### config.mk
export PLATFORM = sky130hd
export DESIGN_NAME = led_blink_sequencer
export DESIGN_NICKNAME = d
export VERILOG_FILES = /design/src/rtl/led_blink_sequencer.sv
export SDC_FILE = /design/constraint.sdc
export NUM_CORES = 1
export LEC_CHECK = 0
export BUFFER_PORTS_ARGS = -buffer_cell sky130_fd_sc_hd__buf_4
export CAP_MARGIN = 20
export CORE_MARGIN = 2
export CORE_UTILIZATION = 24
export CTS_CLUSTER_DIAMETER = 120
export DETAILED_ROUTE_END_ITERATION = 16
export GPL_TIMING_DRIVEN = 0
export HOLD_SLACK_MARGIN = 0.05
export PLACE_DENSITY_LB_ADDON = 0.12
export REMOVE_ABC_BUFFERS = 1
export SYNTH_ARGS = -nofsm -noshare
export SYNTH_HDL_FRONTEND = slang
export SYNTH_SLANG_ARGS = --single-unit
export TNS_END_PERCENT = 10
### constraint.sdc
create_clock -name clk -period 5.1 [get_ports clk]
set_clock_uncertainty 0.2 [all_clocks]
set_input_delay 1.02 -clock clk [delete_from_list [all_inputs] [get_ports clk]]
set_output_delay 1.02 -clock clk [all_outputs]
set_load 0.03 [all_outputs]
### src/rtl/led_blink_sequencer.sv
// Turns single-cycle event pulses into LED blinks of fixed on-time and dark gap,
// queueing events that arrive mid-blink in a saturating pending counter.
module led_blink_sequencer #(
  parameter int CLK_FREQ   = 12000000,
  parameter int ON_MS      = 100,
  parameter int OFF_MS     = 100,
  parameter int PEND_W     = 4,
  parameter bit ACTIVE_LOW = 1'b0
) (
  input  logic              clk,
  input  logic              rst,
  input  logic              event_pulse,
  input  logic              clear,
  output logic              led,
  output logic              busy,
  output logic [PEND_W-1:0] pending,
  output logic              overflow
);

  localparam int DIV    = CLK_FREQ / 1000;
  localparam int PRE_W  = (DIV > 1) ? $clog2(DIV) : 1;
  localparam int PH_MAX = (ON_MS > OFF_MS) ? ON_MS : OFF_MS;
  localparam int PH_W   = $clog2(PH_MAX + 1);

  localparam logic [PRE_W-1:0]  PRE_TOP  = PRE_W'(DIV - 1);
  localparam logic [PH_W-1:0]   ON_LAST  = PH_W'(ON_MS - 1);
  localparam logic [PH_W-1:0]   OFF_LAST = PH_W'(OFF_MS - 1);
  localparam logic [PEND_W-1:0] PEND_MAX = '1;

  typedef enum logic [1:0] {
    IDLE = 2'd0,
    ON   = 2'd1,
    GAP  = 2'd2
  } state_t;

  state_t            state, state_next;
  logic [PRE_W-1:0]  pre;
  logic              tick;
  logic [PH_W-1:0]   phase, phase_next;
  logic [PEND_W-1:0] pending_next;
  logic              overflow_next;
  logic              want;
  logic              start;

  // Free-running ms prescaler; only rst realigns it, so clear keeps tick phase.
  assign tick = (pre == PRE_TOP);

  always_ff @(posedge clk) begin
    if (rst) begin
      pre <= '0;
    end else if (tick) begin
      pre <= '0;
    end else begin
      pre <= pre + 1'b1;
    end
  end

  always_ff @(posedge clk) begin
    if (rst) begin
      state    <= IDLE;
      phase    <= '0;
      pending  <= '0;
      overflow <= 1'b0;
      led      <= ACTIVE_LOW;
      busy     <= 1'b0;
    end else begin
      state    <= state_next;
      phase    <= phase_next;
      pending  <= pending_next;
      overflow <= overflow_next;
      led      <= (state_next == ON) ^ ACTIVE_LOW;
      busy     <= (state_next != IDLE);
    end
  end

  assign want = (pending != '0) || event_pulse;

  always_comb begin
    state_next    = state;
    phase_next    = phase;
    pending_next  = pending;
    overflow_next = 1'b0;
    start         = 1'b0;

    case (state)
      IDLE: begin
        if (want) start = 1'b1;
      end
      ON: begin
        if (tick) begin
          if (phase == ON_LAST) begin
            state_next = GAP;
            phase_next = '0;
          end else begin
            phase_next = phase + 1'b1;
          end
        end
      end
      GAP: begin
        if (tick) begin
          if (phase == OFF_LAST) begin
            if (want) begin
              start = 1'b1;
            end else begin
              state_next = IDLE;
              phase_next = '0;
            end
          end else begin
            phase_next = phase + 1'b1;
          end
        end
      end
      default: begin
        state_next = IDLE;
        phase_next = '0;
      end
    endcase

    // A start consumes one event: the incoming pulse if present, else a queued one.
    if (start) begin
      state_next   = ON;
      phase_next   = '0;
      pending_next = event_pulse ? pending : (pending - 1'b1);
    end else if (event_pulse) begin
      if (pending == PEND_MAX) begin
        overflow_next = 1'b1;
      end else begin
        pending_next = pending + 1'b1;
      end
    end

    if (clear) begin
      state_next    = IDLE;
      phase_next    = '0;
      pending_next  = '0;
      overflow_next = 1'b0;
    end
  end

endmodule

### Yosys cells after proc, flatten, opt, wreduce, memory -nomap -nowiden

Index checks and enable logic that the tools add are counted.
W data, S select, Z words.

| storage, ports and cells | value |
|---|---|
| logic and storage cells | 58 |
| output and inout bits | 7 |
| register bits | 30 |

| cells by class | value |
|---|---|
| muxes and demuxes | 23 |
| reduce and logical (&&, ||, !) cells | 11 |
| add/subtract/negate cells | 4 |
| bitwise operators | 2 |
| equal/unequal tests | 11 |

Operators by type and width:

| cell | number |
|---|---|
| $mux W7 | 5 |
| $pmux W7 S3 | 1 |
| $mux W4 | 4 |
| $add A14 B1 Y14 const B | 1 |
| $eq A14 B14 Y1 const B | 1 |
| $mux W2 | 7 |
| $ne A2 B2 Y1 const B | 4 |
| $add A7 B1 Y7 const B | 1 |
| $eq A7 B7 Y1 const B | 1 |
| $pmux W2 S3 | 1 |
| $add A4 B1 Y4 const B | 1 |
| $eq A2 B1 Y1 const B | 2 |
| $eq A4 B4 Y1 const B | 1 |
| $mux W1 | 4 |
| $reduce_and A4 Y1 | 1 |
| $reduce_bool A2 Y1 | 2 |
| $reduce_bool A4 Y1 | 1 |
| $reduce_or A2 Y1 | 2 |
| $reduce_or A4 Y1 | 1 |
| $sub A4 B1 Y4 const B | 1 |
| $ne A3 B3 Y1 const B | 1 |
| $reduce_and A3 Y1 | 1 |
| $reduce_or A3 Y1 | 1 |
| $eq A2 B2 Y1 const B | 1 |
| 4 further kinds | 5 |

### Depth between registers and ports, before layout

Gate-level depths: netlist of run 1.

| depth | value |
|---|---|
| depth in word-level cells | 9 |
| depth in mapped cells | 11 |
| depth with buffers taken out | 10 |

### Worst setup path before layout of run 1

OpenSTA, ideal clock, no wires.

| timing | value |
|---|---|
| path type | input -> register |
| start point | input event_pulse |
| end point | register pending[1] |
| data required time | 4.777 ns |
| slack | 1.916 ns |
| stages on the path | 10 |
| arrival time | 2.862 ns |
| path through | clkbuf_1 or4_4 o2111a_2 a21boi_4 xnor2_1 ha_1 nand2_1 o2bb2ai_1 a32oi_1 a21oi_1 |

| on the way | value |
|---|---|
| longest elaborated chain between the ends | 7 |
| elaborated cells on any way between the ends | 10 |

RTL lines:

| what | RTL line | RTL |
|---|---|---|
| from (decl) | 12 | `input logic event_pulse,` |
| $logic_or A1 B1 Y1 | 76 | `assign want = (pending != '0) \|\| event_pulse;` |
| $mux W1 | 87, 102 |  |
| $mux W1 | 101 | `if (phase == OFF_LAST) begin` |
| $mux W1 | 100 | `if (tick) begin` |
| $pmux W1 S2 | 85 | `case (state)` |
| $ne A2 B2 Y1 (no line) / $reduce_bool A2 Y1 (equally long branches) | -- |  |
| $reduce_and A3 Y1 (no line) | -- |  |
| to (signal assigned) | 69 | `pending <= pending_next;` |
| to (decl) | 16 | `output logic [PEND_W-1:0] pending,` |

Parallel ways exist; a longest one is shown, timed or not.
A chain may end at the register's enable or synchronous reset.

### Worst setup path after layout of run 1

Same ends and word-level chain as after synthesis.

==> results.rst, run 1 <==
.. list-table::
   :header-rows: 1

   * - Metric
     - Value
   * - Share of cells above drive strength 1
     - 14.1%
   * - CTS Buf Count
     - 5
   * - Main area contributors after synthesis
     - sky130_fd_sc_hd__dfxtp_1, sky130_fd_sc_hd__nor2_1, sky130_fd_sc_hd__ha_1, sky130_fd_sc_hd__o21ai_0, sky130_fd_sc_hd__a21oi_1
   * - Tot GR Track Use
     - 10.4%
   * - Timing startpoint of the critical path
     - event_pulse
   * - Overall die area
     - 7430 sq um
   * - Starting DRC count in detailed routing
     - 64
   * - Max-slew violation total from the final report
     - 0
   * - Worst-path maximum fanout
     - 9
   * - Cell type of the slowest stage on the worst timing path
     - sky130_fd_sc_hd__or4_4
   * - Max VDD drop
     - 0.109 mV
   * - CP Cell Sequence
     - buf_4, or4_4, o2111a_2, a21boi_4, xnor2_1, ha_1, nand2_1, o2bb2ai_1, a32oi_1, a21oi_1
   * - Cell count after synthesis
     - 192
   * - Area of the multi-input gates
     - 978 sq um
   * - Primary FF master, synth
     - sky130_fd_sc_hd__dfxtp_1
   * - Number of distinct library cells after synthesis
     - 45
   * - Fraction of the yosys area taken by sequential cells
     - 37.0%
   * - Worst setup EP type
     - flip-flop
   * - Post-CTS Hold Buffers
     - 0
   * - Final Setup Violations
     - 0
   * - Final layout net count
     - 216
   * - Clk root buf
     - sky130_fd_sc_hd__clkbuf_8
   * - HP Start
     - pre[0]
   * - Synth Cell Area
     - 1620 sq um
   * - Yosys warnings
     - 0
   * - Number of buffer and inverter instances along the worst setup path
     - 1
   * - Vertical die dimension
     - 86.2 um
   * - Area of the core region
     - 6460 sq um
   * - Max capacitance violation total
     - 0
   * - Area Growth Syn to Fin
     - 18.4%
   * - Pwr Density
     - 318 nW/um^2
   * - Highest clock frequency the design can meet
     - 0.330 GHz
   * - Worst R2R Start
     - pending[1]
   * - DRC viols
     - 0
   * - Vias/cell
     - 4.81
   * - Post-DRT Antenna Nets
     - 0
   * - Cell Count, Final, Fillers Out
     - 283
   * - Post-route worst setup slack
     - 2.07 ns
   * - I/O pin total
     - 11
   * - Result of the run
     - finished, final reports clean
   * - Async set-reset flop share out of synthesis
     - 0%
   * - Most frequent cell after synthesis
     - sky130_fd_sc_hd__dfxtp_1
   * - Biggest cell delay along the critical path
     - 0.46 ns
   * - Clk pin slew, worst setup/hold paths
     - 0.07 ns
   * - Crit Path Category
     - in2reg
   * - Total number of H-tree levels
     - 2
   * - Average cell area after synthesis
     - 8.45 sq um
   * - Via count
     - 1,362
   * - Placement row count
     - 29
   * - Final antenna diode count
     - 0
   * - Wire length reported by the detailed router
     - 3540 um
   * - Average detailed-routed wire length per instance
     - 12.5 um
   * - RSZ-0062 raised after global routing
     - no
   * - Cell type with the highest aggregate area in the netlist
     - sky130_fd_sc_hd__dfxtp_1
   * - Die Wd
     - 86.2 um
   * - Global placer's final weighted congestion
     - 0.745
   * - Required time at the endpoint of the critical path
     - 5.08 ns
   * - Inst Count DP
     - 275
   * - Post-route fraction of the period consumed by the critical path
     - 59.4%
   * - Worst R2R Setup Slack
     - 2.42 ns
   * - Maximum number of pins on one net before global-route repair
     - 13
   * - Global route overflow
     - 0
   * - Clock Path Buffers
     - 2
   * - Static leakage power
     - 0.695 nW
   * - TritonCTS clock tree
     - yes
   * - Worst slack at placement
     - 1.78 ns
   * - Setup TNS
     - 0 ns
   * - Number of clock sinks
     - 30
   * - Seq cells post-synth
     - 30
   * - Number of endpoints with negative hold slack in the final report
     - 0
   * - Slew @ Worst Pin
     - 0.809 ns
   * - Arrival time at the worst endpoint
     - 3.01 ns
   * - Count of input and output buffers
     - 10
   * - Leading cell types by count after synthesis
     - sky130_fd_sc_hd__dfxtp_1, sky130_fd_sc_hd__nor2_1, sky130_fd_sc_hd__nand2_1, sky130_fd_sc_hd__o21ai_0, sky130_fd_sc_hd__a21oi_1
   * - Starting Density
     - 25.1%
   * - Delay-heaviest family, CP
     - compound AO/OA/AOI/OAI gates
   * - FILL cells
     - 699
   * - Number of synthesized flops with an enable pin
     - 0
   * - CP Launch Type
     - primary input
   * - Top cell type's share of synthesized area
     - 37.0%
   * - Dpl hpwl
     - 2580 um
   * - Initial antenna violation count
     - 0
   * - Buffers inserted during post-CTS setup optimization
     - 0
   * - Gates resized, CTS repair
     - 0
   * - Post-layout minimum cycle time
     - 3.03 ns
   * - Area used by sequential logic in the layout
     - 601 sq um
   * - First-pass detailed-route iteration total
     - 4
   * - Min-delay worst type
     - reg2reg
   * - Global-route wire length before repair
     - 6100 um
   * - Final core occ
     - 29.7%
   * - Insertion delay to the later sink of the worst-skew pair
     - 0.29 ns
   * - Relative max-transition margin
     - 45.8%
   * - Via count of the first global-routing pass
     - 1,288
-- where the power goes --
part / switching [W] / internal, W
combinational: 0.0000334 / 0.0000243
sequential: 0.00000569 / 0.000239
clock: 0.0000993 / 0.000208
total: 0.000138 / 0.000472
-- routing by layer --
layer	global-route usage (%)	part of all wire, %	vias up
li1	-	-	722
met1	14.3	52	623
met2	15.2	43	13
met3	2.86	2.7	4
met4	4.69	1.4	0
met5	0	0	-
-- state kept, by name, indices dropped and copies added, names as in the netlist --
register	cells
led	1
pre	14
phase	7
pending	4
busy	1
state	2
overflow	1
-- per-stage QoR --
| step | hold slack, ns | total power (W) | instance area [sq um] |
|---|---|---|---|
| 6_report | 0.260 | 0.000611 | 1920 |
| 5_1_grt | 0.297 | 0.000639 | 1920 |
| 4_1_cts | 0.269 | 0.000622 | 1920 |
| 3_5_place_dp | 0.249 | 0.000309 | 1780 |
| 3_3_place_gp | 0.245 | 0.000309 | 1780 |
| 2_1_floorplan | 0.230 | 0.000291 | 1610 |
-- cells in the final DEF (no fill, tap or decap), types with 2 or more instances in the layout --
master / netlist / routed
sky130_fd_sc_hd__mux2i_1: 4 / 4
sky130_fd_sc_hd__xnor2_1: 5 / 5
sky130_fd_sc_hd__nand2_1: 15 / 15
sky130_fd_sc_hd__and4_1: 3 / 3
sky130_fd_sc_hd__xor2_1: 6 / 6
sky130_fd_sc_hd__or2_2: 2 / 2
sky130_fd_sc_hd__and3_1: 2 / 2
sky130_fd_sc_hd__nand3b_1: 3 / 3
sky130_fd_sc_hd__o21ai_0: 13 / 13
sky130_fd_sc_hd__buf_4: 0 / 10
sky130_fd_sc_hd__or3_1: 5 / 5
sky130_fd_sc_hd__nor2_1: 24 / 24
sky130_fd_sc_hd__ha_1: 7 / 7
sky130_fd_sc_hd__a211oi_1: 3 / 3
sky130_fd_sc_hd__a32oi_1: 2 / 2
sky130_fd_sc_hd__and2_1: 4 / 4
sky130_fd_sc_hd__bufinv_16: 0 / 2
sky130_fd_sc_hd__clkbuf_8: 0 / 6
sky130_fd_sc_hd__a21oi_1: 12 / 12
sky130_fd_sc_hd__nor3_1: 5 / 5
sky130_fd_sc_hd__nand4_1: 4 / 4
sky130_fd_sc_hd__nand3_1: 10 / 10
sky130_fd_sc_hd__inv_1: 7 / 7
sky130_fd_sc_hd__dfxtp_1: 30 / 30
-- worst reg2reg max path: cells and delay by family (launching register included) --
kind                       cells  cell delay (ns)
DFF                            1             0.40
adders and majority gates      1             0.27
and+or+nand+nor                2             0.65
xor gates and xnor gates       1             0.15
AOI/OAI and AO/OA              5             0.91
-- path summary, 6_finish.rpt --
check | to | depth (start not counted)
min | pre[0] | 1
min reg2reg | pre[0] | 1
max | pending[1] | 10
max reg2reg | pending[1] | 9
-- cell type report --
class                           instances  area share (%)
Clock buffer                            6            4.30
Clock inverter                          2            3.13
Inverter                                7            1.37
Multi-Input combinational cell        151            51.0
Sequential cell                        30            31.3
Tap cell                               77            5.02
Timing Repair Buffer                   10            3.91
-- logic make-up after synthesis --
logic type | synth area share (%)
AOI/OAI and AO/OA | 17.5
muxes | 2.47
DFF | 37.0
buffers and inverters | 2.62
adders and majority gates | 5.40
xor gates and xnor gates | 5.94
and+or+nand+nor | 29.0
(Power assumes the default switching activity.)
==> inputs of run 2 (changes only) <==
==> constraint.sdc (replaced) <==
create_clock -name clk -period 2.82 [get_ports clk]
set_clock_uncertainty 0.2 [all_clocks]
set_input_delay 0.564 -clock clk [delete_from_list [all_inputs] [get_ports clk]]
set_output_delay 0.564 -clock clk [all_outputs]
set_load 0.03 [all_outputs]
==> results.rst, run 2 (same netlist as run 1, synthesis figures left out) <==
.. list-table::
   :header-rows: 1

   * - Metric
     - Value
   * - Crit Path Category
     - reg2reg
   * - Number of stages on the worst hold path
     - 1 (unchanged)
   * - Post-layout minimum cycle time
     - 2.66 ns
   * - I/O pin total
     - 11 (unchanged)
   * - Slew @ Worst Pin
     - 0.566 ns (-0.243 ns)
   * - Hold slack
     - 0.260 ns (+0.00000400 ns)
   * - Worst setup EP type
     - flip-flop
   * - First-pass detailed-route iteration total
     - 4 (unchanged)
   * - Via count of the first global-routing pass
     - 1,288 (unchanged)
   * - Inst Count DP
     - 275 (unchanged)
   * - Starting DRC count in detailed routing
     - 63 (-1.6%)
   * - CTS Buf Count
     - 5 (unchanged)
   * - Max-slew violation total from the final report
     - 0 (unchanged)
   * - Overall die area
     - 7430 sq um (unchanged)
   * - Clock Path Buffers
     - 2 (unchanged)
   * - Final layout net count
     - 216 (unchanged)
   * - R2R cell count
     - 9 (unchanged)
   * - TritonCTS clock tree
     - yes
   * - Global-route wire length before repair
     - 6100 um (unchanged)
   * - Global route overflow
     - 0 (unchanged)
   * - Wire length reported by the detailed router
     - 3520 um (-0.34%)
   * - Average detailed-routed wire length per instance
     - 12.5 um (-0.34%)
   * - Final Power
     - 0.00110 W (+81%)
   * - Number of endpoints with negative hold slack in the final report
     - 0 (unchanged)
   * - Tot GR Track Use
     - 10.4% (unchanged)
   * - Global placer's final weighted congestion
     - 0.745 (unchanged)
   * - Leading cell type in the layout, fill and taps excluded
     - sky130_fd_sc_hd__dfxtp_1
   * - Max capacitance violation total
     - 0 (unchanged)
   * - Final antenna diode count
     - 0 (unchanged)
   * - Maximum number of pins on one net before global-route repair
     - 13 (unchanged)
   * - Die Wd
     - 86.2 um (unchanged)
   * - Flip-flop count of the largest register, all copies and words added
     - 14 (unchanged)
   * - Clk pin slew, worst setup/hold paths
     - 0.07 ns (about the same)
   * - Vertical die dimension
     - 86.2 um (unchanged)
   * - Count of input and output buffers
     - 10 (unchanged)
   * - Insertion delay to the later sink of the worst-skew pair
     - 0.28 ns (about the same)
   * - Required time at the endpoint of the critical path
     - 2.79 ns (-2.29 ns)
   * - Static leakage power
     - 0.695 nW (about the same)
   * - Post-CTS Hold Buffers
     - 0 (unchanged)
   * - Final Setup Violations
     - 0 (unchanged)
   * - Pwr Density
     - 574 nW/um^2 (+80%)
   * - Vias/cell
     - 4.81 (unchanged)
   * - Arrival time at the worst endpoint
     - 2.63 ns (-0.38 ns)
   * - Cell Count, Final, Fillers Out
     - 283 (unchanged)
   * - Max VDD drop
     - 0.196 mV (+81%)
   * - Relative max-transition margin
     - 61.8% (+16 points)
   * - Result of the run
     - finished, final reports clean
   * - Worst-path maximum fanout
     - 8 (-1)
   * - Initial antenna violation count
     - 0 (unchanged)
   * - Share of cells above drive strength 1
     - 14.6% (+0.49 points)
   * - Post-route fraction of the period consumed by the critical path
     - 94.3%
   * - Total number of H-tree levels
     - 2 (unchanged)
   * - Highest clock frequency the design can meet
     - 0.376 GHz
   * - Min-delay worst type
     - reg2reg
   * - Setup TNS
     - 0 ns (unchanged)
   * - Post-DRT Antenna Nets
     - 0 (unchanged)
   * - RSZ-0062 raised after global routing
     - no
   * - CP Launch Type
     - flip-flop
   * - Starting Density
     - 25.1% (unchanged)
   * - Clk root buf
     - sky130_fd_sc_hd__clkbuf_8
   * - Leading registers by flop count
     - pre (14), phase (7), pending (4)
   * - Via count
     - 1,362 (unchanged)
   * - Area of the core region
     - 6460 sq um (unchanged)
   * - Area Growth Syn to Fin
     - 18.7%
   * - Dpl hpwl
     - 2580 um (unchanged)
   * - DRC viols
     - 0 (unchanged)
   * - Placement row count
     - 29 (unchanged)
   * - Number of clock sinks
     - 30 (unchanged)
   * - Register with the most flip-flops
     - pre
   * - Most used cells in the layout excluding fill and tap cells
     - sky130_fd_sc_hd__dfxtp_1, sky130_fd_sc_hd__nor2_1, sky130_fd_sc_hd__nand2_1
## run 2: cell types whose count changed in the layout (fill, tap and decap cells not counted)
cell	change
sky130_fd_sc_hd__a211oi_1	-1
sky130_fd_sc_hd__a211oi_2	+1
sky130_fd_sc_hd__o21ai_0	-2
sky130_fd_sc_hd__o21ai_1	+2
## run 2: final cells by class
| cell class | instances | area [sq um] |
|---|---|---|
| inverters | 7 | 26.3 |
| multi-input cells | 151 | 983 |
| fillers | 699 | 4530 |
| repair buffers | 10 | 75.1 |
| clock buffers | 6 | 82.6 |
| flip-flops and latches | 30 | 601 |
| clock inverters | 2 | 60.1 |
| well taps | 77 | 96.3 |
## run 2: report_power, final
group	internal (W)	leakage [nW]	switching [W]	total, W
clock	0.000377	0.0714	0.000178	0.000555
sequential	0.000433	0.243	0.0000103	0.000443
combinational	0.0000443	0.381	0.0000611	0.000105
## run 2: per-stage QoR
step           util (%)  setup WS, ns  area, sq um
4_1_cts            29.7         0.152         1920
5_1_grt            29.8       0.00900         1920
3_5_place_dp       27.5       -0.0475         1780
2_1_floorplan         -         0.233         1610
3_3_place_gp       27.5       -0.0300         1780
6_report           29.8         0.160         1920
## run 2: what timing repair did
action	in CTS	in global routing
buffers inserted	0	0
gates resized for setup	0	3
endpoints found under the setup margin	0	2
endpoints found under the hold margin	0	0
## run 2: final timing paths
kind	start	to	slack (ns)
max	pending[1]	pending[1]	0.16
min	pre[0]	pre[0]	0.26
max reg2reg	pending[1]	pending[1]	0.16
min reg2reg	pre[0]	pre[0]	0.26
## run 2: worst max-delay path, cell delays in order (launching register included)
cell and delay (ns):
sky130_fd_sc_hd__dfxtp_1 0.40, sky130_fd_sc_hd__or4_4 0.58, sky130_fd_sc_hd__o2111a_2 0.32, sky130_fd_sc_hd__a21boi_4 0.25
sky130_fd_sc_hd__xnor2_1 0.15, sky130_fd_sc_hd__ha_1 0.27, sky130_fd_sc_hd__nand2_1 0.07, sky130_fd_sc_hd__o2bb2ai_1 0.06
sky130_fd_sc_hd__a32oi_1 0.17, sky130_fd_sc_hd__a21oi_1 0.09
## run 2: metal layers
layer / global-route usage, % / vias to the layer above / share of wire (%)
met3: 2.86 / 4 / 2.3
met4: 4.69 / 0 / 1.4
li1: - / 722 / -
met5: 0 / - / 0
met1: 14.3 / 622 / 53
met2: 15.2 / 14 / 43
==> inputs of run 3 (changes only) <==
--- a/config.mk
+++ b/config.mk
@@ -7,9 +7,12 @@
 export LEC_CHECK = 0
 export BUFFER_PORTS_ARGS = -buffer_cell sky130_fd_sc_hd__buf_4
 export CAP_MARGIN = 20
+export CELL_PAD_IN_SITES_DETAIL_PLACEMENT = 0
+export CELL_PAD_IN_SITES_GLOBAL_PLACEMENT = 1
 export CORE_MARGIN = 2
 export CORE_UTILIZATION = 24
 export CTS_CLUSTER_DIAMETER = 120
+export CTS_CLUSTER_SIZE = 10
 export DETAILED_ROUTE_END_ITERATION = 16
 export GPL_TIMING_DRIVEN = 0
 export HOLD_SLACK_MARGIN = 0.05
==> results.rst, run 3 (same netlist as run 1, synthesis figures left out) <==
.. list-table::
   :header-rows: 1

   * - Metric
     - Value
   * - Starting Density
     - 25.1% (unchanged)
   * - Area of the multi-input gates
     - 983 sq um (unchanged)
   * - Max VDD drop
     - 0.205 mV (+4.5%)
   * - Wire length reported by the detailed router
     - 3820 um (+8.5%)
   * - FILL cells
     - 688 (-1.6%)
   * - Share of cells above drive strength 1
     - 14.1% (-0.42 points)
   * - Placement row count
     - 29 (unchanged)
   * - Flip-flop count of the largest register, all copies and words added
     - 14 (unchanged)
   * - Insertion delay to the later sink of the worst-skew pair
     - 0.28 ns (about the same)
   * - Overall die area
     - 7430 sq um (unchanged)
   * - Relative max-transition margin
     - 59.7% (-2.1 points)
   * - Reg-to-Reg End
     - pending[1]
   * - Via count of the first global-routing pass
     - 1,359 (+5.5%)
   * - Register with the most flip-flops
     - pre
   * - Number of clock sinks
     - 30 (unchanged)
   * - Result of the run
     - finished, final reports clean
   * - Clk pin slew, worst setup/hold paths
     - 0.07 ns (about the same)
   * - Arrival time at the worst endpoint
     - 2.65 ns (+0.02 ns)
   * - Clk root buf
     - sky130_fd_sc_hd__clkbuf_8
   * - CP Launch Type
     - flip-flop
   * - Area Growth Syn to Fin
     - 16.8%
   * - First-pass detailed-route iteration total
     - 4 (unchanged)
   * - I/O pin total
     - 11 (unchanged)
   * - Clock Path Buffers
     - 2 (unchanged)
   * - Dpl hpwl
     - 2770 um (+7.5%)
   * - Leading registers by flop count
     - pre (14), phase (7), pending (4)
   * - Slew @ Worst Pin
     - 0.596 ns (+0.0304 ns)
   * - Vertical die dimension
     - 86.2 um (unchanged)
   * - Number of stages on the worst hold path
     - 1 (unchanged)
   * - Hold slack
     - 0.274 ns (+0.0141 ns)
   * - Worst R2R Start
     - pending[1]
   * - Number of endpoints with negative hold slack in the final report
     - 0 (unchanged)
   * - Hold path endpoint
     - pre[0]
   * - Most used cells in the layout excluding fill and tap cells
     - sky130_fd_sc_hd__dfxtp_1, sky130_fd_sc_hd__nor2_1, sky130_fd_sc_hd__nand2_1
   * - Post-CTS Hold Buffers
     - 0 (unchanged)
   * - R2R cell count
     - 9 (unchanged)
   * - Required time at the endpoint of the critical path
     - 2.79 ns (about the same)
   * - Worst-path maximum fanout
     - 8 (unchanged)
   * - Min-delay worst type
     - reg2reg
   * - Global placer's final weighted congestion
     - 0.764 (+2.6%)
   * - Post-layout minimum cycle time
     - 2.68 ns (+0.0179 ns)
   * - Initial antenna violation count
     - 0 (unchanged)
   * - Post-route worst setup slack
     - 0.142 ns (-0.0179 ns)
   * - Maximum number of pins on one net before global-route repair
     - 13 (unchanged)
   * - Highest clock frequency the design can meet
     - 0.373 GHz (-0.67%)
   * - Worst slack at placement
     - -0.0453 ns (+0.00220 ns)
   * - Final antenna diode count
     - 0 (unchanged)
   * - TritonCTS clock tree
     - yes
   * - HP Start
     - pre[0]
   * - Starting DRC count in detailed routing
     - 24 (-62%)
   * - Max-slew violation total from the final report
     - 0 (unchanged)
   * - Average detailed-routed wire length per instance
     - 13.6 um (+8.9%)
   * - Final layout net count
     - 216 (unchanged)
   * - CTS Buf Count
     - 5 (unchanged)
   * - Post-DRT Antenna Nets
     - 0 (unchanged)
   * - Final core occ
     - 29.3% (-0.47 points)
   * - Post-route fraction of the period consumed by the critical path
     - 95.0% (+0.64 points)
   * - Leading cell type in the layout, fill and taps excluded
     - sky130_fd_sc_hd__dfxtp_1
   * - Global-route wire length before repair
     - 6660 um (+9.2%)
   * - Max capacitance violation total
     - 0 (unchanged)
   * - Crit Path Category
     - reg2reg
   * - Global route overflow
     - 0 (unchanged)
   * - RSZ-0062 raised after global routing
     - no
   * - DRC viols
     - 0 (unchanged)
   * - Final Setup Violations
     - 0 (unchanged)
   * - Static leakage power
     - 0.682 nW (-2.0%)
   * - Die Wd
     - 86.2 um (unchanged)
   * - Area of the core region
     - 6460 sq um (unchanged)
   * - Vias/cell
     - 4.98 (+3.4%)
   * - Via count
     - 1,403 (+3.0%)
   * - Tot GR Track Use
     - 11.2% (+0.79 points)
   * - Buffers inserted during post-CTS setup optimization
     - 0 (unchanged)
   * - Area used by sequential logic in the layout
     - 601 sq um (unchanged)
   * - Pwr Density
     - 525 nW/um^2 (-8.4%)
   * - Total number of H-tree levels
     - 2 (unchanged)
   * - Worst R2R Setup Slack
     - 0.14 ns (-0.02 ns)
   * - Count of input and output buffers
     - 10 (unchanged)
   * - Worst setup EP type
     - flip-flop
[run 3: changes by cell type in the layout (fill, tap and decap cells not counted), sizes merged]
cell and delta:
bufinv -1
[run 3: how the worst max path moves through the flow]
| stage | startpoint | endpoint | slack, ns | cells past startpoint |
|---|---|---|---|---|
| 3_5_place_dp | event_pulse | pending[1] | -0.05 | 10 |
| 3_3_place_gp | event_pulse | pending[1] | -0.08 | 10 |
| 4_1_cts | pending[1] | pending[1] | 0.13 | 9 |
| 6_report | pending[1] | pending[1] | 0.14 | 9 |
| 5_1_grt | pending[1] | pending[1] | 0.01 | 9 |
| 2_1_floorplan | pending[1] | pending[1] | 0.23 | 9 |
[run 3: critical path, cell delays in order, from the launching register on]
cell,delay (ns)
sky130_fd_sc_hd__dfxtp_1,0.40
sky130_fd_sc_hd__or4_4,0.60
sky130_fd_sc_hd__o2111a_2,0.32
sky130_fd_sc_hd__a21boi_4,0.25
sky130_fd_sc_hd__xnor2_1,0.16
sky130_fd_sc_hd__ha_1,0.27
sky130_fd_sc_hd__nand2_1,0.07
sky130_fd_sc_hd__o2bb2ai_1,0.05
sky130_fd_sc_hd__a32oi_1,0.16
sky130_fd_sc_hd__a21oi_1,0.09
[run 3: cell type report]
cell class                 instances  area share [%]
clock buffer                       6            4.36
clock inverter                     1            1.59
inverter                           7            1.39
multi-input combinational        151            51.9
sequential                        30            31.7
tap                               77            5.09
timing repair buffer              10            3.96
[run 3: where the power goes]
group | internal (W) | switching [W]
Sequential | 0.000433 | 0.0000106
Clock | 0.000282 | 0.000163
Combinational | 0.0000440 | 0.0000619
[run 3: repair_timing]
item | in CTS | in global routing
endpoints found under the hold margin | 0 | 0
endpoints found under the setup margin | 0 | 4
resized for setup | 0 | 2
[run 3: per-stage QoR]
step	cell area [sq um]	TNS [ns]	power, W	cells
4_1_cts	1890	0	0.00102	282
6_report	1890	0	0.000995	282
3_5_place_dp	1780	-0.0849	0.000558	275
2_1_floorplan	1610	0	0.000526	188
5_1_grt	1890	0	0.00105	282
3_3_place_gp	1780	-0.124	0.000558	275
[run 3: per-layer routing]
layer  vias up  share of wire (%)  GRT usage, %
li1        717                  -             -
met1       661                 49          14.7
met2        16                 46          17.5
met3         9                2.3          2.86
met4         0                1.9          4.69
met5         -                  0             0
